## config.mk

```make
export PLATFORM = sky130hd
export DESIGN_NAME = mac_pe_v2
export DESIGN_NICKNAME = d
export VERILOG_FILES = /design/src/rtl/pe_pkg.sv /design/src/rtl/mac_weight_bank.sv /design/src/rtl/mac_pe_v2.sv
export SDC_FILE = /design/constraint.sdc
export NUM_CORES = 1
export LEC_CHECK = 0
export BUFFER_PORTS_ARGS = -buffer_cell sky130_fd_sc_hd__buf_4
export CAP_MARGIN = 10
export CELL_PAD_IN_SITES_DETAIL_PLACEMENT = 1
export CELL_PAD_IN_SITES_GLOBAL_PLACEMENT = 2
export CORE_MARGIN = 2
export CORE_UTILIZATION = 37
export DETAILED_ROUTE_END_ITERATION = 7
export GPL_TIMING_DRIVEN = 1
export PLACE_DENSITY_LB_ADDON = 0.1
export REMOVE_ABC_BUFFERS = 1
export SYNTH_ARGS = -nofsm -noshare
export SYNTH_HDL_FRONTEND = slang
export SYNTH_SLANG_ARGS = --single-unit
export TNS_END_PERCENT = 20
```

## constraint.sdc

```tcl
create_clock -name clk -period 4.72 [get_ports clk]
set_clock_uncertainty 0.05 [all_clocks]
set_input_delay 0.236 -clock clk [delete_from_list [all_inputs] [get_ports clk]]
set_output_delay 0.236 -clock clk [all_outputs]
set_load 0.05 [all_outputs]
```

## src/rtl/pe_pkg.sv

```systemverilog
// Shared definitions for the conv-array processing elements.
// Holds the overflow-mode enum, default operand widths, and the
// range-checked adder used by the weight-stationary and (future)
// output-stationary PEs.
package pe_pkg;

    typedef enum logic {
        WRAP = 1'b0,
        SAT  = 1'b1
    } ovf_mode_e;

    localparam int DEF_IFMAP_W     = 4;
    localparam int DEF_WEIGHT_W    = 4;
    localparam int DEF_OFMAP_W     = 8;
    localparam int DEF_NUM_WEIGHTS = 4;

    // Widest result sat_add can range-check without overflowing longint.
    localparam int SAT_MAX_W = 62;

    typedef struct packed {
        logic [63:0] sum;   // low 'width' bits carry the result
        logic        ovf;   // exact sum fell outside the result range
    } sat_res_t;

    // a and b arrive already sign- or zero-extended by the caller, so the
    // exact sum is available and compared against the width-bit range.
    function automatic sat_res_t sat_add(input longint    a,
                                         input longint    b,
                                         input logic      is_signed,
                                         input int        width,
                                         input ovf_mode_e mode);
        longint   s;
        longint   mx;
        longint   mn;
        sat_res_t r;
        s = a + b;
        if (is_signed) begin
            mx = (longint'(1) <<< (width - 1)) - 1;
            mn = -(longint'(1) <<< (width - 1));
        end else begin
            mx = (longint'(1) <<< width) - 1;
            mn = 0;
        end
        r.ovf = (s > mx) || (s < mn);
        if (r.ovf && (mode == SAT)) begin
            r.sum = (s > mx) ? mx : mn;
        end else begin
            r.sum = s;
        end
        return r;
    endfunction

endpackage

```

## src/rtl/mac_weight_bank.sv

```systemverilog
// Double-buffered weight register file for the MAC PE.
// Ports:
//   clk, rst_n    : clock, asynchronous active-high reset
//   wr_en_i       : write wr_data_i into shadow[wr_addr_i]
//   wr_addr_i     : shadow write address (out-of-range writes dropped)
//   wr_data_i     : weight value to write
//   swap_i        : copy the whole shadow bank into the active bank
//   sel_i         : active entry to read (out of range reads as 0)
//   weight_o      : selected active weight
module mac_weight_bank
    import pe_pkg::*;
#(
    parameter int WEIGHT_WIDTH = DEF_WEIGHT_W,
    parameter int NUM_WEIGHTS  = DEF_NUM_WEIGHTS,
    parameter int WADDR_WIDTH  = (NUM_WEIGHTS > 1) ? $clog2(NUM_WEIGHTS) : 1
) (
    input  logic                    clk,
    input  logic                    rst_n,
    input  logic                    wr_en_i,
    input  logic [WADDR_WIDTH-1:0]  wr_addr_i,
    input  logic [WEIGHT_WIDTH-1:0] wr_data_i,
    input  logic                    swap_i,
    input  logic [WADDR_WIDTH-1:0]  sel_i,
    output logic [WEIGHT_WIDTH-1:0] weight_o
);

    localparam logic [WADDR_WIDTH:0] NW = (WADDR_WIDTH + 1)'(NUM_WEIGHTS);

    logic [WEIGHT_WIDTH-1:0] shadow_q [NUM_WEIGHTS];
    logic [WEIGHT_WIDTH-1:0] active_q [NUM_WEIGHTS];

    // Swap samples the shadow bank before this edge's write, so a
    // simultaneous write only becomes active on a later swap.
    always_ff @(posedge clk or posedge rst_n) begin
        if (rst_n) begin
            for (int i = 0; i < NUM_WEIGHTS; i++) begin
                shadow_q[i] <= '0;
                active_q[i] <= '0;
            end
        end else begin
            if (wr_en_i && ({1'b0, wr_addr_i} < NW)) begin
                shadow_q[wr_addr_i] <= wr_data_i;
            end
            if (swap_i) begin
                active_q <= shadow_q;
            end
        end
    end

    always_comb begin
        weight_o = '0;
        if ({1'b0, sel_i} < NW) begin
            weight_o = active_q[sel_i];
        end
    end

endmodule

```

## src/rtl/mac_pe_v2.sv

```systemverilog
// Weight-stationary MAC processing element for the systolic conv array.
// ofmap_out = ofmap_in + ifmap_in * active[weight_sel], two enabled cycles
// later, with signed/unsigned operands and optional saturation.
// Ports:
//   clk, rst_n           : clock, asynchronous active-high reset
//   enable               : pipeline advance (0 holds all datapath regs)
//   valid_in             : ifmap_in/ofmap_in carry a real operand
//   signed_mode          : two's-complement operands and sum
//   weight_write_enable, weight_addr, weight_in : shadow bank write
//   weight_swap          : shadow -> active copy
//   weight_sel           : active entry used for this cycle's product
//   ifmap_in / ifmap_out : activation west in / east out (1 cycle)
//   ofmap_in / ofmap_out : partial sum north in / south out (2 cycles)
//   valid_out            : ofmap_out valid
//   ovf_clear / ovf_flag : sticky overflow flag and its clear
module mac_pe_v2
    import pe_pkg::*;
#(
    parameter int IFMAP_WIDTH  = DEF_IFMAP_W,
    parameter int WEIGHT_WIDTH = DEF_WEIGHT_W,
    parameter int OFMAP_WIDTH  = DEF_OFMAP_W,
    parameter int NUM_WEIGHTS  = DEF_NUM_WEIGHTS,
    parameter int SATURATE     = 1,
    parameter int WADDR_WIDTH  = (NUM_WEIGHTS > 1) ? $clog2(NUM_WEIGHTS) : 1
) (
    input  logic                    clk,
    input  logic                    rst_n,
    input  logic                    enable,
    input  logic                    valid_in,
    input  logic                    signed_mode,
    input  logic                    weight_write_enable,
    input  logic [WADDR_WIDTH-1:0]  weight_addr,
    input  logic [WEIGHT_WIDTH-1:0] weight_in,
    input  logic                    weight_swap,
    input  logic [WADDR_WIDTH-1:0]  weight_sel,
    input  logic [IFMAP_WIDTH-1:0]  ifmap_in,
    input  logic [OFMAP_WIDTH-1:0]  ofmap_in,
    input  logic                    ovf_clear,
    output logic [IFMAP_WIDTH-1:0]  ifmap_out,
    output logic [OFMAP_WIDTH-1:0]  ofmap_out,
    output logic                    valid_out,
    output logic                    ovf_flag
);

    localparam int        PW   = IFMAP_WIDTH + WEIGHT_WIDTH;
    localparam ovf_mode_e MODE = (SATURATE != 0) ? SAT : WRAP;

    if (OFMAP_WIDTH < PW) begin : g_bad_ofmap_w
        $error("mac_pe_v2: OFMAP_WIDTH must be >= IFMAP_WIDTH + WEIGHT_WIDTH");
    end
    if (OFMAP_WIDTH > SAT_MAX_W) begin : g_bad_ofmap_max
        $error("mac_pe_v2: OFMAP_WIDTH exceeds sat_add range");
    end
    if (NUM_WEIGHTS < 1) begin : g_bad_depth
        $error("mac_pe_v2: NUM_WEIGHTS must be >= 1");
    end

    logic [WEIGHT_WIDTH-1:0] w_sel;

    mac_weight_bank #(
        .WEIGHT_WIDTH (WEIGHT_WIDTH),
        .NUM_WEIGHTS  (NUM_WEIGHTS),
        .WADDR_WIDTH  (WADDR_WIDTH)
    ) u_bank (
        .clk       (clk),
        .rst_n     (rst_n),
        .wr_en_i   (weight_write_enable),
        .wr_addr_i (weight_addr),
        .wr_data_i (weight_in),
        .swap_i    (weight_swap),
        .sel_i     (weight_sel),
        .weight_o  (w_sel)
    );

    logic [IFMAP_WIDTH-1:0] ifmap_p1_q;
    logic [PW-1:0]          prod_p1_q, prod_p1_d;
    logic [OFMAP_WIDTH-1:0] psum_p1_q;
    logic                   vld_p1_q;
    logic                   mode_p1_q;
    logic [OFMAP_WIDTH-1:0] ofmap_p2_q, ofmap_p2_d;
    logic                   vld_p2_q;
    logic                   ovf_q, ovf_d;

    logic signed [PW-1:0] prod_s;
    logic        [PW-1:0] prod_u;
    longint               prod_l;
    longint               psum_l;
    sat_res_t             res;
    logic                 unused_sum_hi;

    // ---- stage 1: product formed at full PW width so both modes are exact
    always_comb begin
        prod_s = $signed({{WEIGHT_WIDTH{ifmap_in[IFMAP_WIDTH-1]}}, ifmap_in})
               * $signed({{IFMAP_WIDTH{w_sel[WEIGHT_WIDTH-1]}}, w_sel});
        prod_u = {{WEIGHT_WIDTH{1'b0}}, ifmap_in} * {{IFMAP_WIDTH{1'b0}}, w_sel};
        prod_p1_d = signed_mode ? prod_s : prod_u;
    end

    // ---- stage 2: extend by the captured mode, then range-checked add
    always_comb begin
        if (mode_p1_q) begin
            prod_l = longint'($signed(prod_p1_q));
            psum_l = longint'($signed(psum_p1_q));
        end else begin
            prod_l = longint'(prod_p1_q);
            psum_l = longint'(psum_p1_q);
        end
        res        = sat_add(prod_l, psum_l, mode_p1_q, OFMAP_WIDTH, MODE);
        ofmap_p2_d = res.sum[OFMAP_WIDTH-1:0];

        // A new overflow outranks a clear arriving on the same edge.
        ovf_d = ovf_q;
        if (ovf_clear) begin
            ovf_d = 1'b0;
        end
        if (enable && vld_p1_q && res.ovf) begin
            ovf_d = 1'b1;
        end
    end

    assign unused_sum_hi = ^res.sum[63:OFMAP_WIDTH];

    always_ff @(posedge clk or posedge rst_n) begin
        if (rst_n) begin
            ifmap_p1_q <= '0;
            prod_p1_q  <= '0;
            psum_p1_q  <= '0;
            vld_p1_q   <= 1'b0;
            mode_p1_q  <= 1'b0;
            ofmap_p2_q <= '0;
            vld_p2_q   <= 1'b0;
            ovf_q      <= 1'b0;
        end else begin
            if (enable) begin
                ifmap_p1_q <= ifmap_in;
                prod_p1_q  <= prod_p1_d;
                psum_p1_q  <= ofmap_in;
                vld_p1_q   <= valid_in;
                mode_p1_q  <= signed_mode;
                ofmap_p2_q <= ofmap_p2_d;
                vld_p2_q   <= vld_p1_q;
            end
            ovf_q <= ovf_d;
        end
    end

    assign ifmap_out = ifmap_p1_q;
    assign ofmap_out = ofmap_p2_q;
    assign valid_out = vld_p2_q;
    assign ovf_flag  = ovf_q;

endmodule

```

# Yosys cells after proc, flatten, opt, wreduce, memory -nomap -nowiden
# Cells that the tools add are included.
dict set report classes {
  addsub 1
  n_mul 2
  n_div 0
  order_cmp 5
  n_eq_ne 0
  shifts 0
  n_mux 15
  bitwise_logic 2
  reduce_logical 5
}
# op count
set ops {}
lappend ops {{$mux W64} 3}
lappend ops {{$add A64 B64 Y64} 1}
lappend ops {{$gt A64 B9 Y1} 1}
lappend ops {{$lt A64 B64 Y1} 1}
lappend ops {{$mux W8} 4}
lappend ops {{$bwmux W16} 1}
lappend ops {{$mul A4 B4 Y8} 2}
lappend ops {{$mux W4} 3}
lappend ops {{$bmux W4 S2} 1}
lappend ops {{$demux W4 S2} 1}
lappend ops {{$ge A3 B3 Y1 const B} 2}
lappend ops {{$not A2 Y3} 2}
lappend ops {{$logic_and A1 B1 Y1} 3}
lappend ops {{$lt A3 B1 Y1 const B} 1}
lappend ops {{$mux W1} 2}
lappend ops {{$reduce_bool A2 Y1} 1}
lappend ops {{$logic_or A1 B1 Y1} 1}
dict set report totals {
  reg_bits 64
  latchBits 0
  ram_bits 0
  mem_bits_ro 0
  in_bits 28
  out_inout_bits 14
  mem_count 0
}

# Logic depth before layout (Yosys ltp)
dict set report logic_depth {
  ltp_word 6
  depth_mapped 22
  ltp_nobuf 21
}

# Cells and area by module
# From an unflattened synthesis, not the netlist that was laid out.
dict set report unflattened {
  hier_cells 564
  hier_area_um2 5891.9
}
# mod instances cells_each area_each_um2 seq_area_each_um2
set modules_own_cells {}
lappend modules_own_cells {mac_pe_v2 1 489 4578.1 800.8}
lappend modules_own_cells {mac_weight_bank 1 75 1313.8 800.8}

# Worst setup path after synthesis
# No wires, ideal clock.
dict set report synth_timing {
  path_kind {flip-flop to flip-flop}
  start {register prod_p1_q[0]}
  end {register ofmap_p2_q[7], in the netlist ofmap_out[7]}
  setup_time_ns 0.134
  t_arrival_ns 4.739
  t_required_ns 4.536
  path_slack_ns -0.203
  path_stages_with_launch 22
  n_path_buf 1
  period_less_slack_ns 4.923
  path_cell_list {dfrtp_1 ha_1 fa_1 a211oi_1 o21a_1 o21bai_1 a21o_1 clkbuf_1 a21o_1 inv_1 fa_1 inv_1 fa_1 ha_1 and4_1 nand4_1 or3_1 o31ai_1 o31ai_1 mux2i_1 mux2i_1 o211ai_1}
}
dict set report synth_between {
  elab_chain_cells 5
  elab_cells_between_ends 7
}
# item line_no
set synth_lines {}
lappend synth_lines {{start, declared} mac_pe_v2.sv:76} ;# logic [PW-1:0] prod_p1_q, prod_p1_d;
lappend synth_lines {{start signal, assigned} mac_pe_v2.sv:136} ;# prod_p1_q <= prod_p1_d;
lappend synth_lines {{$mux W64 (*)} mac_pe_v2.sv:101} ;# if (mode_p1_q) begin
lappend synth_lines {{$add A64 B64 Y64 (*)} pe_pkg.sv:36} ;# s = a + b;
lappend synth_lines {{$gt A64 B9 Y1 or $lt A64 B64 Y1 (tied branches)} {pe_pkg.sv:44, pe_pkg.sv:46}}
lappend synth_lines {{$mux W8 or $logic_or A1 B1 Y1 (tied branches)} {pe_pkg.sv:46, pe_pkg.sv:44}}
lappend synth_lines {{$mux W8 (*)} pe_pkg.sv:45} ;# if (r.ovf && (mode == SAT)) begin
lappend synth_lines {{end signal, assigned} mac_pe_v2.sv:140} ;# ofmap_p2_q <= ofmap_p2_d;
lappend synth_lines {{end, declared} mac_pe_v2.sv:80} ;# logic [OFMAP_WIDTH-1:0] ofmap_p2_q, ofmap_p2_d;
# Every way passes the cells marked *; elsewhere a longest branch is shown, timed or not.
# A chain may end at the register's enable or synchronous reset.

# Final worst setup path
dict set report layout_timing {
  start {register prod_p1_q[2]}
  end {register ofmap_p2_q[1], in the netlist ofmap_out[1]}
}
# The elaborated chain is that of the path after synthesis.

==> results.sh <==
export IMPL_status="finished with violations"
export IMPL_violations="setup timing"
export IMPL_drtIter0Drc=148
export IMPL_rsz0062_at_grt="true"
export IMPL_root_buffer="clkbuf_16"
export IMPL_crit_type="flop to flop"
export IMPL_gr_total_overflow=0
export IMPL_fp_row_count=46
export IMPL_syn_instance_count=557
export IMPL_fin_crit_ps=4920
export IMPL_io_buffers=41
export IMPL_end_kind="flop"
export IMPL_synth_top_area_share=0.273
export IMPL_synth_flop_cell="dfrtp_1"
export IMPL_crit_chain="ha_1 > o21ai_1 > o21a_1 > o21ai_2 > a21o_1 > a21o_1 > inv_1 > fa_1 > inv_1 > fa_1 > ha_1 > a21o_1 > a221o_1 > a2111oi_4 > o31ai_4 > o31ai_4 > mux2i_2 > buf_4 > a21oi_2 > a21oi_1"
export IMPL_hold_end="vld_p1_q$_DFFE_PP0P_"
export IMPL_synth_avg_cell_area_um2=10.5
export IMPL_track_usage=0.191
export IMPL_clock_sinks=64
export IMPL_mostFrequentLayoutCell="buf_4"
export IMPL_crit_buf_inv=3
export IMPL_drc_errors=0
export IMPL_fin_area_um2=7180
export IMPL_wl_mm=14.9
export IMPL_final_hold_viol_count=0
export IMPL_ys_ff_latch=64
export IMPL_maxCapViolCount=0
export IMPL_grt_max_degree=65
export IMPL_path_max_fanout=5
export IMPL_crit_path_start_kind="flop"
export IMPL_grt_pass1_vias=4822
export IMPL_slew_violations=0
export IMPL_synth_async_sr_flop_share=1.00
export IMPL_fp_dieH_um=130
export IMPL_start_util=0.374
export IMPL_arrival_ps=5070
export IMPL_antenna_found_initial=0
export IMPL_setup_viol=9
export IMPL_numCtsBuffers=9
export IMPL_worstReg2RegEnd="ofmap_out[1]$_DFFE_PP0P_"
export IMPL_pwr_density_cell_nw_per_um2=573
export IMPL_hpwlAfterDp_mm=11.9
export IMPL_rr_worst_depth=20
export IMPL_clk_path_buf_depth=2
export IMPL_ys_warnings_count=0
export IMPL_vias=4479
export IMPL_final_cell_mix="buf_4 (88), ha_1 (75), dfrtp_1 (64)"
export IMPL_final_setup_worst_slack_ps=-203
export IMPL_p_leak_nw=3.49
export IMPL_fmax_mhz=203
export IMPL_finalNonFillerCells=866
export IMPL_nets=794
export IMPL_cts_tree="done"
export IMPL_crit_slowest_cell="fa_1"
export IMPL_fin_crit_sh=1.04
export IMPL_drive_gt1_frac=0.277
export IMPL_synth_cell_types=47
export IMPL_yosys_top_cells_area="dfrtp_1 (27%), ha_1 (16%), fa_1 (15%)"
export IMPL_path_delay_family="compound AO/OA/AOI/OAI gates"
export IMPL_n_antenna_cell=0
export IMPL_cp_startpoint="prod_p1_q[2]$_DFFE_PP0P_"
export IMPL_crit_path_frequent_cell="a21o_1"
export IMPL_synth_area_um2=5860
export IMPL_relSlewSlack=0.390
export IMPL_synth_largest_area_cell="dfrtp_1"
export IMPL_synth_edf_count=0
export IMPL_r2r_start="prod_p1_q[2]$_DFFE_PP0P_"
export IMPL_insertion_delay_ps=340
export IMPL_ir_worst_vdd_mv=0.390
export IMPL_ys_seq_area_frac=0.273
export IMPL_synthToLayoutAreaGrowth_pct=22.5
export IMPL_core_area_um2=15700
export IMPL_fp_dieW_um=130
export IMPL_fin_util=0.459
export IMPL_dr_pass1_iters=4
export IMPL_path_clk_slew_ps=70
export IMPL_ff2ff_setup_slack_ps=-200
export IMPL_fp_dieArea_um2=16900
export IMPL_finalSetupTns_ps=-1360
export IMPL_htreeDepth=3
export IMPL_holdCritPathClass="input port to flop"
export IMPL_max_stage_delay_ps=460
export IMPL_tightest_slew_ps=915
export IMPL_fin_hold_ws_ps=68.3
export IMPL_gp_congestion=0.844
export IMPL_ant_nets=0
export IMPL_dp_cells=842
export IMPL_grt_pass1_wl_mm=24.6
export IMPL_routedWlPerCell_um=17.3
export IMPL_placed_area_um2=6690
export IMPL_dpl_worst_slack_ps=-569
export IMPL_hp_start="valid_in"
export IMPL_io_pin_count=42
export IMPL_total_power_mw=4.12
export IMPL_cp_data_required_time_ps=4860
export IMPL_viasPerCell=5.17
export IMPL_hold_depth=2
cell type report:
cell class                 count  area (um^2)
inverter                      62          233
clock inverter                 7          103
sequential                    64         1600
multi-input combinational    419         4080
tap                          216          270
clock buffer                   9          225
timing repair buffer          89          671
fill                        1748         8480
report_power, final:
group          leakage [nW]  internal (mW)  switching, mW  total [mW]
Combinational          2.59           1.17           1.44        2.61
Clock                 0.157          0.468          0.271       0.739
Sequential            0.745          0.683         0.0850       0.768
cell families after synthesis:
kind of cell	synth area share
AOI/OAI and AO/OA	0.132
buffers and inverters	0.0474
adders and majority gates	0.316
and+or+nand+nor	0.0969
DFF	0.273
muxes	0.114
xor gates and xnor gates	0.0194
cell usage after synthesis (2+ instances only):
master,instances
clkbuf_1,11
a21o_1,21
nor4_1,5
nand3_1,8
or3_1,4
dfrtp_1,64
mux2_2,50
o211ai_1,9
a211oi_1,7
nor3_1,2
ha_1,76
o21a_1,9
o21ai_0,25
o21bai_1,4
a21oi_1,30
nor2_1,27
nand2_1,21
and3_1,2
mux2i_1,4
nand2b_1,4
o31ai_1,2
xnor2_1,7
o2111ai_1,3
xor2_1,6
inv_1,62
fa_1,45
and2_1,11
and4_1,2
mux4_2,3
nand4_1,12
or4_1,4
nand3b_1,2
per-layer routing:
metal  share of wire  GRT usage
met1            0.46      0.249
met2            0.50      0.327
met3           0.027     0.0398
met4           0.014     0.0462
met5               0          0
repair_timing:
item                                   in CTS  in global routing
pin swaps                                  15                  6
setup buffers                               7                  0
cloned                                      0                  0
gates resized for setup                    21                  3
hold buffers                                1                  0
endpoints found under the hold margin       1                  0
setup endpoints to repair                   9                  9
worst reg2reg max path: stages, from the launching register on:
cell	delay [ps]
dfrtp_1	380
ha_1	310
o21ai_1	90
o21a_1	230
o21ai_2	140
a21o_1	150
a21o_1	210
inv_1	80
fa_1	370
inv_1	100
fa_1	460
ha_1	340
a21o_1	190
a221o_1	340
a2111oi_4	450
o31ai_4	140
o31ai_4	220
mux2i_2	140
buf_4	180
a21oi_2	130
a21oi_1	80
worst max path at each step:
stage / to / cells after the start / slack [ps]
final: ofmap_out[1]$_DFFE_PP0P_ / 20 / -200
after global routing: ofmap_out[1]$_DFFE_PP0P_ / 20 / -430
after CTS: ofmap_out[1]$_DFFE_PP0P_ / 21 / -190
after detailed placement: ofmap_out[7]$_DFFE_PP0P_ / 20 / -570
after global placement: ofmap_out[7]$_DFFE_PP0P_ / 20 / -360
after floorplan: ofmap_out[7]$_DFFE_PP0P_ / 20 / -120
sequential cells by signal, summed over array words and instances, names as in the netlist:
| register | cells |
|---|---|
| u_bank.active_q | 16 |
| u_bank.shadow_q | 16 |
| ofmap_out | 8 |
| prod_p1_q | 8 |
| psum_p1_q | 8 |
| ifmap_out | 4 |
| mode_p1_q | 1 |
| ovf_flag | 1 |
| valid_out | 1 |
| vld_p1_q | 1 |
Note: power is estimated with default switching activity, not from simulation.
